--- config.mk ---
export PLATFORM = sky130hd
export DESIGN_NAME = seq_isqrt
export DESIGN_NICKNAME = d
export VERILOG_FILES = /design/src/rtl/seq_isqrt.sv
export SDC_FILE = /design/constraint.sdc
export NUM_CORES = 1
export LEC_CHECK = 0
export ABC_AREA = 0
export BUFFER_PORTS_ARGS = -buffer_cell sky130_fd_sc_hd__buf_2
export CORE_AREA = 2 2 66 81
export DETAILED_ROUTE_END_ITERATION = 16
export DIE_AREA = 0 0 68 83
export PLACE_DENSITY = 0.66
export SYNTH_ARGS = -nofsm -noshare
export SYNTH_HDL_FRONTEND = slang
export SYNTH_SLANG_ARGS = --single-unit
--- constraint.sdc ---
create_clock -name clk -period 1.6 [get_ports clk]
set_input_delay 0.16 -clock clk [delete_from_list [all_inputs] [get_ports clk]]
set_output_delay 0.16 -clock clk [all_outputs]
set_load 0.01 [all_outputs]
--- src/rtl/seq_isqrt.sv ---
// seq_isqrt: iterative unsigned integer square root using the restoring
// digit-by-digit method, producing one root bit per clock.
//
// Ports:
//   clk        rising-edge clock
//   rst_n      async active-low reset
//   in_valid   radicand offered
//   in_ready   unit can accept a radicand (IDLE only)
//   x          unsigned radicand, WIDTH bits
//   out_valid  result held and valid (DONE)
//   out_ready  consumer accepts the result
//   root       floor(sqrt(x)), WIDTH/2 bits
//   rem        x - root*root, WIDTH/2+1 bits (only with SQRT_REM_EN)
//
// Configuration macro: SQRT_REM_EN exposes the remainder port. Without it the
// remainder register still exists because the recurrence needs it.
//
// Parameter WIDTH must be even and >= 4.

module seq_isqrt #(
  parameter int unsigned WIDTH = 16
) (
  input  logic                 clk,
  input  logic                 rst_n,
  input  logic                 in_valid,
  output logic                 in_ready,
  input  logic [WIDTH-1:0]     x,
  output logic                 out_valid,
  input  logic                 out_ready,
  output logic [WIDTH/2-1:0]   root
`ifdef SQRT_REM_EN
  ,
  output logic [WIDTH/2:0]     rem
`endif
);

  localparam int unsigned HW = WIDTH / 2;
  localparam int unsigned RW = HW + 2;
  localparam int unsigned CW = (HW > 1) ? $clog2(HW) : 1;

  typedef enum logic [1:0] {
    IDLE = 2'd0,
    CALC = 2'd1,
    DONE = 2'd2
  } state_t;

  state_t           state, state_nxt;
  logic [WIDTH-1:0] xs, xs_nxt;
  logic [HW-1:0]    q, q_nxt;
  logic [HW:0]      r, r_nxt;
  logic [CW-1:0]    cnt, cnt_nxt;
  logic             in_ready_nxt;
  logic             out_valid_nxt;

  // Trial subtract: r' - t as r' + ~t + 1; the carry-out means r' >= t.
  logic [RW-1:0]    r_sh;
  logic [RW-1:0]    t;
  logic [RW:0]      sum;
  logic             carry;
  logic [HW:0]      r_step;

  always_comb begin
    r_sh   = {r[HW-1:0], xs[WIDTH-1 -: 2]};
    t      = {q, 2'b01};
    sum    = {1'b0, r_sh} + {1'b0, ~t} + (RW+1)'(1);
    carry  = sum[RW];
    // Both candidates are bounded by 2*root, so the top bit of each is zero.
    r_step = carry ? sum[HW:0] : r_sh[HW:0];
  end

  // State and datapath registers.
  always_ff @(posedge clk or negedge rst_n) begin
    if (!rst_n) begin
      state     <= IDLE;
      xs        <= '0;
      q         <= '0;
      r         <= '0;
      cnt       <= '0;
      in_ready  <= 1'b0;
      out_valid <= 1'b0;
    end else begin
      state     <= state_nxt;
      xs        <= xs_nxt;
      q         <= q_nxt;
      r         <= r_nxt;
      cnt       <= cnt_nxt;
      in_ready  <= in_ready_nxt;
      out_valid <= out_valid_nxt;
    end
  end

  // Next-state and next-register values.
  always_comb begin
    state_nxt     = state;
    xs_nxt        = xs;
    q_nxt         = q;
    r_nxt         = r;
    cnt_nxt       = cnt;
    in_ready_nxt  = in_ready;
    out_valid_nxt = out_valid;

    case (state)
      IDLE: begin
        in_ready_nxt = 1'b1;
        if (in_valid && in_ready) begin
          xs_nxt       = x;
          q_nxt        = '0;
          r_nxt        = '0;
          cnt_nxt      = CW'(HW - 1);
          in_ready_nxt = 1'b0;
          state_nxt    = CALC;
        end
      end
      CALC: begin
        xs_nxt = {xs[WIDTH-3:0], 2'b00};
        q_nxt  = {q[HW-2:0], carry};
        r_nxt  = r_step;
        if (cnt == '0) begin
          out_valid_nxt = 1'b1;
          state_nxt     = DONE;
        end else begin
          cnt_nxt = cnt - CW'(1);
        end
      end
      DONE: begin
        if (out_ready) begin
          out_valid_nxt = 1'b0;
          in_ready_nxt  = 1'b1;
          state_nxt     = IDLE;
        end
      end
      default: begin
        out_valid_nxt = 1'b0;
        in_ready_nxt  = 1'b0;
        state_nxt     = IDLE;
      end
    endcase
  end

  // Root and remainder registers are only updated in CALC, so they hold in DONE.
  assign root = q;

`ifdef SQRT_REM_EN
  assign rem = r;
  logic unused_bits;
  assign unused_bits = ^{sum[RW-1], r_sh[RW-1]};
`else
  logic unused_bits;
  assign unused_bits = ^{sum[RW-1], r_sh[RW-1], r[HW]};
`endif

endmodule

## After elaboration in Yosys (flattened, before gate mapping)

Cells that the tools add are included.

| word-level totals | value |
|---|---|
| word-level logic and storage cells | 48 |
| flip-flop bits (word level) | 39 |
| output and inout bits | 10 |

| operators by class | value |
|---|---|
| reductions and logical operators | 9 |
| add/sub/neg operators | 3 |
| equality and inequality tests | 6 |
| bitwise logic cells | 3 |
| mux-type cells | 20 |

Operators by type and width:

| operator | number |
|---|---|
| $pmux 16 s2 | 1 |
| $pmux 8 s2 | 2 |
| $mux 8 | 3 |
| $mux 16 | 1 |
| $add 10x10->11 | 1 |
| $add 11x1->11 const B | 1 |
| $not 10->10 | 1 |
| $reduce_and 3->1 | 3 |
| $ne 2x2->1 const B | 4 |
| $mux 2 | 3 |
| $mux 3 | 2 |
| $pmux 1 s3 | 2 |
| $pmux 2 s3 | 1 |
| $pmux 3 s2 | 1 |
| $mux 1 | 4 |
| $reduce_and 2->1 | 2 |
| $logic_not 3->1 | 1 |
| $sub 3x1->3 const B | 1 |
| $eq 2x1->1 const B | 1 |
| $eq 2x2->1 const B | 1 |
| $logic_not 2->1 | 1 |
| $not 1->1 | 2 |
| $reduce_bool 2->1 | 1 |
| $logic_and 1x1->1 | 1 |

## Logic depth before layout (Yosys ltp)

Gate-level depths: netlist of the first run.

| logic depth | value |
|---|---|
| depth in word-level cells | 5 |
| mapped depth | 8 |
| depth with buffers taken out | 7 |

## Worst setup path after synthesis of the first run

OpenSTA, ideal clock, no wires.

| timing | value |
|---|---|
| path type | register to register |
| start point | reg q[3], in the netlist root[3] |
| end point | reg r[1] |
| data arrival time | 1.736 ns |
| library setup time | 0.126 ns |
| clock period less this slack | 1.862 ns |
| cell stages (with the launch flop) | 7 |
| slack | -0.262 ns |
| path buffers | 0 |
| cell sequence | dfrtp_1 > inv_1 > ha_1 > a21o_2 > o21bai_1 > nand2_1 > a221o_1 |

| between the ends | value |
|---|---|
| cells in the longest elaborated chain, start to end | 5 |

RTL lines:

| item | RTL line | text |
|---|---|---|
| from (decl) | 49 | `logic [HW-1:0] q, q_nxt;` |
| from (signal assigned) | 84 | `q <= q_nxt;` |
| $not 10->10 | 65 | `sum = {1'b0, r_sh} + {1'b0, ~t} + (RW+1)'(1);` |
| $add 10x10->11 | 65 |  |
| $add 11x1->11 | 65 |  |
| $mux 8 | 68 | `r_step = carry ? sum[HW:0] : r_sh[HW:0];` |
| $pmux 8 s2 | 102 | `case (state)` |
| to (signal assigned) | 85 | `r <= r_nxt;` |
| to (decl) | 50 | `logic [HW:0] r, r_nxt;` |

No other way between the ends.
A chain may end at the register's enable or synchronous reset.

## Worst setup path after layout of the first run

| timing | value |
|---|---|
| start point | reg r[1] |
| end point | reg r[7] |

| between the ends | value |
|---|---|
| cells in the longest elaborated chain, start to end | 4 |

RTL lines:

| item | RTL line |
|---|---|
| $add 10x10->11 | 65 |
| $add 11x1->11 | 65 |
| $mux 8 | 68 |
| $pmux 8 s2 | 102 |

No other way between the ends.

==> out/qor.txt, run 1 <==
status -> complete, but fails checks
failing checks -> setup timing
# DRC -> 0
placed cells -> 344
grt total ovfl -> 0
die height -> 83 um
Setup crit start -> r[1]$_DFFE_PN0P_
layout cell share with drive strength beyond 1 -> 38.7%
port buffer count -> 29
Worst VDD drop -> 1.34 mV
leakage power -> 1.39 nW
Overall Global Routing Usage -> 19.0%
Power per Cell Area -> 2610 nW/um^2
Mapped Avg Cell Area -> 9.27 sq um
DR iter-0 viols -> 103
diode count -> 0
Num CTS Buffers -> 5
FP Rows -> 28
number of global-route vias before repair -> 1827
maximum fanout along the worst path -> 3
R2R Setup Slk -> -0.18 ns
clk_skew -> 0.00383 ns
Core Box Area -> 4830 sq um
die width -> 68 um
final setup margin -> -0.180 ns
Post-Synthesis Cells -> 229
Worst Tran Pin Value -> 0.469 ns
htree depth -> 2
synth top area cells -> dfrtp_1, nand2_1, mux2i_1, ha_1, o21ai_0
DP Wirelength -> 3650 um
Synth cell types -> 41
Clk pin slew, worst setup/hold paths -> 0.08 ns
DIE AREA -> 5640 sq um
Setup crit start kind -> flop
Area Overhead vs Synth -> 38.4%
Worst EP arrival -> 1.98 ns
leading area contributor after synthesis -> dfrtp_1
initial antenna violation count -> 0
wirelength, routed -> 5010 um
Vias/cell -> 5.23
worst-case clock buffer depth -> 2
Seq cells post-synth -> 39
Placed Area -> 2680 sq um
largest net degree at the start of global routing -> 25
fin. max-slew vios -> 0
Hold Vio Cnt, Final -> 0
Routed Antenna Nets -> 0
max capacitance violation total -> 0
Hold Crit Class -> in2reg
most frequent cells after synthesis -> dfrtp_1, nand2_1, o21ai_0
Mapped Area -> 2120 sq um
Initial Util -> 43.9%
total power -> 7.68 mW
final-stage net count -> 330
Top FF cell, synth -> dfrtp_1
achievable frequency -> 562 MHz
reg2reg start -> r[1]$_DFFE_PN0P_
HP Start -> x[6]
critical path type -> reg2reg
TNS Setup -> -0.892 ns
Worst Setup End Kind -> flop
Async SR Flop Fraction -> 100%
Ys Warns -> 0
RSZ-0062 raised after global routing -> yes
drt pass-1 iters -> 4
Clock Latency Late Sink -> 0.29 ns
Final Setup Violations -> 9
# IOs -> 30
via count -> 1882
clock sinks -> 39
Filler Cell Count -> 412
Tcrit/Tclk final -> 111%
Post-synth EDFFs -> 0
Finished Cell Area -> 2940 sq um
Max-slew headroom -> 68.8%
WL per Instance -> 13.9 um
post-synthesis sequential area ratio -> 46.0%
Critical Path RT -> 1.80 ns
Yosys top cell area share -> 46.0%
gpl congestion -> 0.840
non-filler cells, final -> 360
first-pass GRT wire length -> 8260 um
root buf cell -> clkbuf_8
Syn Nets -> 260
Final min period -> 1.78 ns
TritonCTS clock tree -> built
Placement Setup Slack -> -0.203 ns
path summary, 6_finish.rpt:
kind / endpoint / depth (start not counted)
worst max register to register: r[7]$_DFFE_PN0P_ / 7
worst min-delay path: xs[6]$_DFFE_PN0P_ / 3
min in group asynchronous: xs[10]$_DFFE_PN0P_ / 2
worst min register to register: cnt[0]$_DFFE_PN0P_ / 1
worst max-delay path: r[7]$_DFFE_PN0P_ / 7
max in group asynchronous: r[3]$_DFFE_PN0P_ / 3
flip-flops by register name (all words and copies together) (netlist names):
signal and count:
xs 16, r 8, root 8, cnt 3, state 2, in_ready 1, out_valid 1
routing by layer:
metal | up-vias | share of wire [%] | GRT usage, %
met4 | 0 | 1.5 | 4.36
met5 | - | 0 | 0
met3 | 11 | 3.8 | 4.61
met1 | 887 | 44 | 23.7
li1 | 943 | - | -
met2 | 41 | 51 | 32.4
cell type report:
| type | instances | area (sq um) | area share, % |
|---|---|---|---|
| repair buffers | 75 | 517 | 17.6 |
| flip-flops and latches | 39 | 976 | 33.2 |
| clock buffers | 6 | 82.6 | 2.81 |
| inverters | 13 | 48.8 | 1.66 |
| clock inverters | 2 | 16.3 | 0.553 |
| multi-input cells | 165 | 1220 | 41.6 |
| well taps | 60 | 75.1 | 2.55 |
stage by stage:
stage                     utilization (%)  hold WS [ns]
final                                60.8         0.151
after global routing                 60.8         0.171
after CTS                            59.9         0.148
after detailed placement             55.4         0.140
after global placement               55.4         0.139
after floorplan                         -        -0.136
cells by family (layout without fill, tap and decap cells):
logic type	count (synthesis)	in the layout	share of synthesized area [%]
xor gates and xnor gates	3	3	1.24
buffers and inverters	25	96	5.19
and+or+nand+nor	67	67	13.6
muxes	14	14	6.60
DFF	39	39	46.0
adders and majority gates	11	11	6.48
AOI/OAI and AO/OA	70	70	21.0
critical path: stages (launching register included):
cell and delay (ns):
dfrtp_1 0.43, ha_4 0.30, buf_4 0.11, o211ai_1 0.13, buf_4 0.17, o211ai_1 0.20, a32oi_1 0.12, o31ai_1 0.23
power breakdown:
| part | total (mW) | switching, mW | internal, mW |
|---|---|---|---|
| sequential | 1.77 | 0.303 | 1.47 |
| clock | 0.712 | 0.360 | 0.352 |
| combinational | 5.20 | 2.54 | 2.65 |
| total | 7.68 | 3.21 | 4.48 |
cell usage in the layout (no fill, tap or decap), types with 2 or more instances in the layout:
cell type  instances
inv_1              9
nor3_1             4
o31ai_1            2
inv_2              4
nand2_2            3
nand2_1           36
nand2b_1           2
xor2_1             2
buf_6              3
buf_4             41
a21o_4             2
nor2_4             2
ha_1               4
nand3_1            3
dfrtp_1           39
a21oi_2            3
mux2i_1           14
clkbuf_8           6
o21ai_0           26
o211ai_1           9
o21a_1             2
a22oi_1            2
buf_2             29
nor2_1             9
a21oi_1           11
ha_4               6
repair_timing:
action,4_1_cts,5_1_grt
hold buffers,1,0
hold endpoints to repair,19,0
resized for setup,15,6
buffers inserted,5,2
pin swaps,15,7
setup endpoints to repair,9,9
No activity file was read; power rests on OpenSTA's default activity.
==> run 2: changes to the inputs <==
--- a/config.mk
+++ b/config.mk
@@ -7,10 +7,10 @@
 export LEC_CHECK = 0
 export ABC_AREA = 0
 export BUFFER_PORTS_ARGS = -buffer_cell sky130_fd_sc_hd__buf_2
-export CORE_AREA = 2 2 66 81
+export CORE_AREA = 2 2 62 76
 export DETAILED_ROUTE_END_ITERATION = 16
-export DIE_AREA = 0 0 68 83
-export PLACE_DENSITY = 0.66
+export DIE_AREA = 0 0 64 78
+export PLACE_DENSITY = 0.74
 export SYNTH_ARGS = -nofsm -noshare
 export SYNTH_HDL_FRONTEND = slang
 export SYNTH_SLANG_ARGS = --single-unit
==> run 2 against run 1 <==
Compared with the run above:
- the flow still finishes with violations (setup timing)
- clock skew is 0.0047 ns higher
- maximum frequency is 1.5% lower
- final area is 0.72% lower
- total power is 1.3% higher
- critical path depth is 2 higher
- register-to-register slack worse by 0.03 ns
- via count is 0.74% higher
- largest cell class unchanged
- highest routed layer unchanged
==> out/qor.txt, run 2 (synthesis gave the netlist of run 1 again) <==
Overall Global Routing Usage -> 22.5% (+3.5 points)
Critical Path RT -> 1.78 ns (-0.02 ns)
Vias/cell -> 5.34 (+2.2%)
WL per Instance -> 14.4 um (+3.3%)
Max-slew headroom -> 66.0% (-2.8 points)
Sw Pwr -> 3.26 mW (+1.5%)
via count -> 1896 (+0.74%)
port buffer count -> 29 (unchanged)
Clock Latency Late Sink -> 0.30 ns (about the same)
Worst VDD drop -> 1.31 mV (-2.0%)
fin. max-slew vios -> 0 (unchanged)
leakage power -> 1.38 nW (-0.49%)
Hold Crit Class -> in2reg
Power per Cell Area -> 2670 nW/um^2 (+2.0%)
WP buf/inv -> 3 (+1)
first-pass GRT wire length -> 8780 um (+6.3%)
TNS Setup -> -1.17 ns (-0.277 ns)
Num CTS Buffers -> 5 (unchanged)
Worst Tran Pin Value -> 0.511 ns (+0.0418 ns)
initial antenna violation count -> 0 (unchanged)
TritonCTS clock tree -> built
FP Rows -> 26 (-7.1%)
CP top delay family -> compound AO/OA/AOI/OAI gates
status -> complete, but fails checks
Routed Antenna Nets -> 0 (unchanged)
max capacitance violation total -> 0 (unchanged)
clk_skew -> 0.00850 ns (+0.00467 ns)
htree depth -> 2 (unchanged)
failing checks -> setup timing
critical path's slowest cell -> dfrtp_1
diode count -> 0 (unchanged)
maximum fanout along the worst path -> 3 (unchanged)
grt total ovfl -> 0 (unchanged)
layout cell share with drive strength beyond 1 -> 38.5% (-0.21 points)
DP Wirelength -> 3510 um (-3.9%)
root buf cell -> clkbuf_8
number of global-route vias before repair -> 1934 (+5.9%)
Clk pin slew, worst setup/hold paths -> 0.08 ns (about the same)
RSZ-0062 raised after global routing -> yes
clock sinks -> 39 (unchanged)
DR iter-0 viols -> 107 (+3.9%)
drt pass-1 iters -> 4 (unchanged)
Core Box Area -> 4200 sq um (-13%)
die width -> 64 um (-5.9%)
commonest non-fill, non-tap cell in the layout -> buf_4
achievable frequency -> 553 MHz (-1.5%)
Power Internal -> 4.52 mW (+1.1%)
Final Setup Violations -> 9 (unchanged)
final-stage net count -> 329 (-0.30%)
Area Overhead vs Synth -> 37.4%
Setup crit start kind -> flop
Initial Util -> 50.6% (+6.7 points)
Tcrit/Tclk final -> 113% (+1.7 points)
most frequent cells in the layout -> buf_4, dfrtp_1, nand2_1
Worst EP arrival -> 1.98 ns (about the same)
Sequential Power Share -> 23.0% (about the same)
cell-by-cell trace of the critical path -> inv_2 -> ha_4 -> buf_4 -> o211ai_1 -> buf_4 -> o211ai_1 -> o211ai_1 -> a32oi_1 -> o31ai_1
# IOs -> 30 (unchanged)
Hold Vio Cnt, Final -> 0 (unchanged)
power share of the combinational group -> 67.7% (about the same)
Biggest register -> xs
DIE AREA -> 4990 sq um (-12%)
Worst Setup End Kind -> flop
total power -> 7.78 mW (+1.3%)
Sw Ratio -> 41.8% (+0.12 points)
gpl congestion -> 0.853 (+1.5%)
Worst path most repeated cell -> o211ai_1
wirelength, routed -> 5100 um (+1.9%)
worst-case clock buffer depth -> 2 (unchanged)
crit-path max cell delay -> 0.37 ns (-0.06 ns)
largest net degree at the start of global routing -> 40 (+60%)
# DRC -> 0 (unchanged)
Clock power frac -> 9.3% (about the same)
critical path type -> reg2reg
die height -> 78 um (-6.0%)
final setup margin -> -0.207 ns (-0.0274 ns)
Final min period -> 1.81 ns (+0.0274 ns)
max FFs per register -> 16 (unchanged)
[run 2: final timing paths]
| kind | from | end | slack (ns) | depth (start not counted) |
|---|---|---|---|---|
| setup / recovery | root[1]$_DFFE_PN0P_ | r[7]$_DFFE_PN0P_ | -0.21 | 9 |
| hold / removal | x[4] | xs[4]$_DFFE_PN0P_ | 0.14 | 3 |
| setup reg to reg | root[1]$_DFFE_PN0P_ | r[7]$_DFFE_PN0P_ | -0.21 | 9 |
| hold reg to reg | cnt[0]$_DFFE_PN0P_ | cnt[0]$_DFFE_PN0P_ | 0.47 | 1 |
| max in group asynchronous | rst_n | r[2]$_DFFE_PN0P_ | 0.80 | 3 |
| min in group asynchronous | rst_n | xs[8]$_DFFE_PN0P_ | 0.43 | 3 |
[run 2: worst register-to-register path: cells and delay by family (launching register included)]
| kind | cells | cell delay (ns) |
|---|---|---|
| AOI/OAI and AO/OA | 5 | 0.69 |
| adders and majority gates | 1 | 0.28 |
| buffers and inverters | 3 | 0.34 |
| DFF | 1 | 0.37 |
[run 2: per-layer routing]
| metal | vias up | global-route usage, % | wire (um) |
|---|---|---|---|
| met5 | - | 0 | 0 |
| met1 | 900 | 26.3 | 2220 |
| met2 | 41 | 39.0 | 2550 |
| met3 | 15 | 5.36 | 176 |
| li1 | 940 | - | - |
| met4 | 0 | 9.57 | 160 |
[run 2: final cells by class]
class / instances / area, sq um
Clock buffer: 6 / 82.6
Clock inverter: 2 / 16.3
Fill cell: 309 / 1280
Inverter: 13 / 48.8
Multi-Input combinational cell: 165 / 1210
Sequential cell: 39 / 976
Tap cell: 56 / 70.1
Timing Repair Buffer: 74 / 509
[run 2: what timing repair did]
action | CTS | global route
pin swaps | 21 | 14
endpoints found under the hold margin | 39 | 0
endpoints found under the setup margin | 9 | 9
setup buffers | 8 | 3
resized for setup | 15 | 5
hold buffers | 1 | 0
[run 2: per-stage QoR]
step / instance area (sq um) / hold slack [ns] / setup slack, ns / std cells / utilization (%)
final: 2920 / 0.144 / -0.207 / 355 / 69.5
after global routing: 2920 / 0.164 / -0.319 / 355 / 69.5
after CTS: 2870 / 0.140 / -0.115 / 352 / 68.5
after detailed placement: 2640 / 0.248 / -0.265 / 335 / 62.9
after global placement: 2640 / 0.240 / -0.165 / 335 / 62.9
after floorplan: 2220 / -0.136 / -0.184 / 229 / -
[run 2: power by group through the flow]
stage,registers (mW),clock network (mW),logic [mW]
2_1_floorplan,1.82,0,2.99
3_3_place_gp,1.77,0,4.41
3_5_place_dp,1.80,0,4.49
4_1_cts,1.77,0.735,5.02
5_1_grt,1.85,0.778,5.80
6_report,1.79,0.723,5.27
==> run 3: changes to the inputs <==
==> config.mk (replaced) <==
export PLATFORM = sky130hd
export DESIGN_NAME = seq_isqrt
export DESIGN_NICKNAME = d
export VERILOG_FILES = /design/src/rtl/seq_isqrt.sv
export SDC_FILE = /design/constraint.sdc
export NUM_CORES = 1
export LEC_CHECK = 0
export ABC_AREA = 1
export BUFFER_PORTS_ARGS = -buffer_cell sky130_fd_sc_hd__buf_2
export CORE_AREA = 2 2 64 78
export DETAILED_ROUTE_END_ITERATION = 16
export DIE_AREA = 0 0 66 80
export PLACE_DENSITY = 0.73
export RECOVER_POWER = 100
export SYNTH_ARGS = -nofsm -noshare
export SYNTH_HDL_FRONTEND = slang
export SYNTH_SLANG_ARGS = --single-unit
==> run 3 against run 2 <==
Compared with the run above:
- wire length down 6.1%
- the run now ends clean
- non-clock buffer count decreased by 18
- die area grew 5.8%
- largest cell class unchanged
- setup slack better by 0.21 ns
==> out/qor.txt, run 3 <==
status -> complete, no violations
Filler Cell Count -> 419 (+36%)
Critical Path RT -> 1.85 ns (+0.07 ns)
worst-case clock buffer depth -> 2 (unchanged)
diode count -> 0 (unchanged)
htree depth -> 2 (unchanged)
max FFs per register -> 16 (unchanged)
Synth cell types -> 30 (-27%)
gpl congestion -> 0.865 (+1.4%)
Hold Crit Class -> in2reg
Final Setup Violations -> 0 (-9)
HP Start -> x[0]
Yosys top cell area share -> 43.2% (-2.8 points)
DIE AREA -> 5280 sq um (+5.8%)
Finished Cell Area -> 2820 sq um (-3.3%)
DP Wirelength -> 3580 um (+2.0%)
routed wl met3 -> 145 um (-18%)
TritonCTS clock tree -> built
synth top area cells -> dfrtp_1, nand2_1, inv_1, ha_1, o211ai_1
reg2reg start -> r[4]$_DFFE_PN0P_
maximum fanout along the worst path -> 6 (+3)
grt total ovfl -> 0 (unchanged)
Syn Nets -> 309 (+19%)
via count -> 1967 (+3.7%)
port buffer count -> 29 (unchanged)
wirelength, routed -> 4790 um (-6.1%)
drt pass-1 iters -> 4 (unchanged)
most common cell in the synthesized netlist -> nand2_1
Worst EP arrival -> 1.84 ns (-0.14 ns)
Num CTS Buffers -> 5 (unchanged)
post-layout util -> 62.4% (-7.2 points)
Post-Synthesis Cells -> 278 (+21%)
Placed Area -> 2710 sq um (+2.6%)
root buf cell -> clkbuf_8
die height -> 80 um (+2.6%)
Async SR Flop Fraction -> 100% (unchanged)
largest net degree at the start of global routing -> 42 (+5.0%)
most frequent cells in the layout -> nand2_1, inv_1, dfrtp_1
Worst Setup End Kind -> flop
clk_skew -> 0.00603 ns (-0.00247 ns)
Clk pin slew, worst setup/hold paths -> 0.08 ns (about the same)
layout cell share with drive strength beyond 1 -> 26.1% (-12 points)
first-pass GRT wire length -> 8480 um (-3.4%)
Hold Vio Cnt, Final -> 0 (unchanged)
die width -> 66 um (+3.1%)
Routed Antenna Nets -> 0 (unchanged)
clock sinks -> 39 (unchanged)
Area Overhead vs Synth -> 24.8%
DR iter-0 viols -> 56 (-48%)
Post-synth EDFFs -> 0 (unchanged)
Core Box Area -> 4530 sq um (+7.9%)
Seq cells post-synth -> 39 (unchanged)
Mapped Avg Cell Area -> 8.13 sq um (-12%)
commonest non-fill, non-tap cell in the layout -> nand2_1
number of global-route vias before repair -> 1964 (+1.6%)
most frequent cells after synthesis -> nand2_1, inv_1, dfrtp_1
# DRC -> 0 (unchanged)
Overall Global Routing Usage -> 20.8% (-1.8 points)
Max-slew headroom -> 64.9% (-1.1 points)
Tcrit/Tclk final -> 99.6% (-13 points)
Final min period -> 1.59 ns (-0.213 ns)
Ys Warns -> 0 (unchanged)
wire length on met2 -> 2390 um (-6.3%)
post-synthesis sequential area ratio -> 43.2% (-2.8 points)
Vias/cell -> 5.03 (-5.8%)
max capacitance violation total -> 0 (unchanged)
Setup crit start -> r[4]$_DFFE_PN0P_
# IOs -> 30 (unchanged)
RSZ-0062 raised after global routing -> yes
fin. max-slew vios -> 0 (unchanged)
Metal-1 WL -> 2180 um (-1.8%)
Top FF cell, synth -> dfrtp_1
Mapped Area -> 2260 sq um (+6.5%)
top sig layer -> met4
WL per Instance -> 12.3 um (-15%)
Initial Util -> 49.9% (-0.65 points)
critical path type -> reg2reg
Clock Latency Late Sink -> 0.30 ns (about the same)
initial antenna violation count -> 0 (unchanged)
Worst Tran Pin Value -> 0.527 ns (+0.0165 ns)
final-stage net count -> 363 (+10%)
leading area contributor after synthesis -> dfrtp_1
FP Rows -> 27 (+3.8%)
Setup crit start kind -> flop
achievable frequency -> 627 MHz (+13%)
Hold Worst Slack -> 0.102 ns (-0.0421 ns)
Biggest register -> xs
==> run 3: cell count changes after synthesis, sizes merged, moves of 7 or more <==
cell	previous run	this run
nand2	39	71
a21oi	15	4
o22ai	0	7
inv	13	56
mux2i	14	0
nand3	3	19
nand4	1	8
==> run 3: final timing paths <==
check                           cells past startpoint                  end  slack, ns
worst max-delay path                               10     r[7]$_DFFE_PN0P_      0.006
min in group asynchronous                           2     r[6]$_DFFE_PN0P_       0.36
worst min-delay path                                3    xs[0]$_DFFE_PN0P_       0.10
max in group asynchronous                           3  root[0]$_DFFE_PN0P_       0.42
worst min register to register                      1   cnt[0]$_DFFE_PN0P_       0.47
worst max register to register                     10     r[7]$_DFFE_PN0P_      0.006
==> run 3: per-stage QoR <==
step	cells	worst slack, ns	setup TNS (ns)
after global routing	391	-0.103	-0.905
final	391	0.00582	0
after detailed placement	381	-0.0513	-0.287
after CTS	390	0.000810	0
after global placement	381	-0.0254	-0.0320
after floorplan	278	0.00433	0
==> run 3: cells by family after synthesis <==
logic type | after synthesis | synth area share, %
buf+inv | 65 | 11.5
simple gates | 108 | 23.4
fa+ha+maj | 11 | 6.09
compound gates | 52 | 14.8
flops | 39 | 43.2
xor+xnor | 3 | 1.16
==> run 3: final cells by class <==
cell class | instances | area [sq um] | share of cell area (%)
well taps | 58 | 72.6 | 2.57
inverters | 56 | 213 | 7.54
clock inverters | 2 | 12.5 | 0.443
repair buffers | 56 | 350 | 12.4
multi-input cells | 174 | 1120 | 39.8
clock buffers | 6 | 72.6 | 2.57
flip-flops and latches | 39 | 977 | 34.6
==> run 3: timing repair <==
action                                 CTS  global route
hold buffers                             1             0
gates resized for setup                  5             9
pin swaps                                0             7
endpoints found under the hold margin   20             0
buffers inserted                         0             1
setup endpoints to repair                9            27
==> run 3: worst max-delay path, cell delays in order, from the launching register on <==
cell and delay [ns]:
dfrtp_2 0.45, ha_4 0.28, nand2_1 0.08, nor2_4 0.17, nand3_4 0.10, buf_4 0.17, nand4_1 0.09, nand2_1 0.05
inv_1 0.05, nand2_1 0.05, nand2_1 0.05
==> run 3: metal layers <==
metal | track usage [%] | vias to the layer above
met4 | 6.12 | 0
met3 | 3.10 | 9
met1 | 26.5 | 912
li1 | - | 1011
met5 | 0 | -
met2 | 36.2 | 35
Power of run 3 is left out: the tool's default activity adds up to more than one toggle a clock period on the data nets, which glitch-free logic cannot reach.
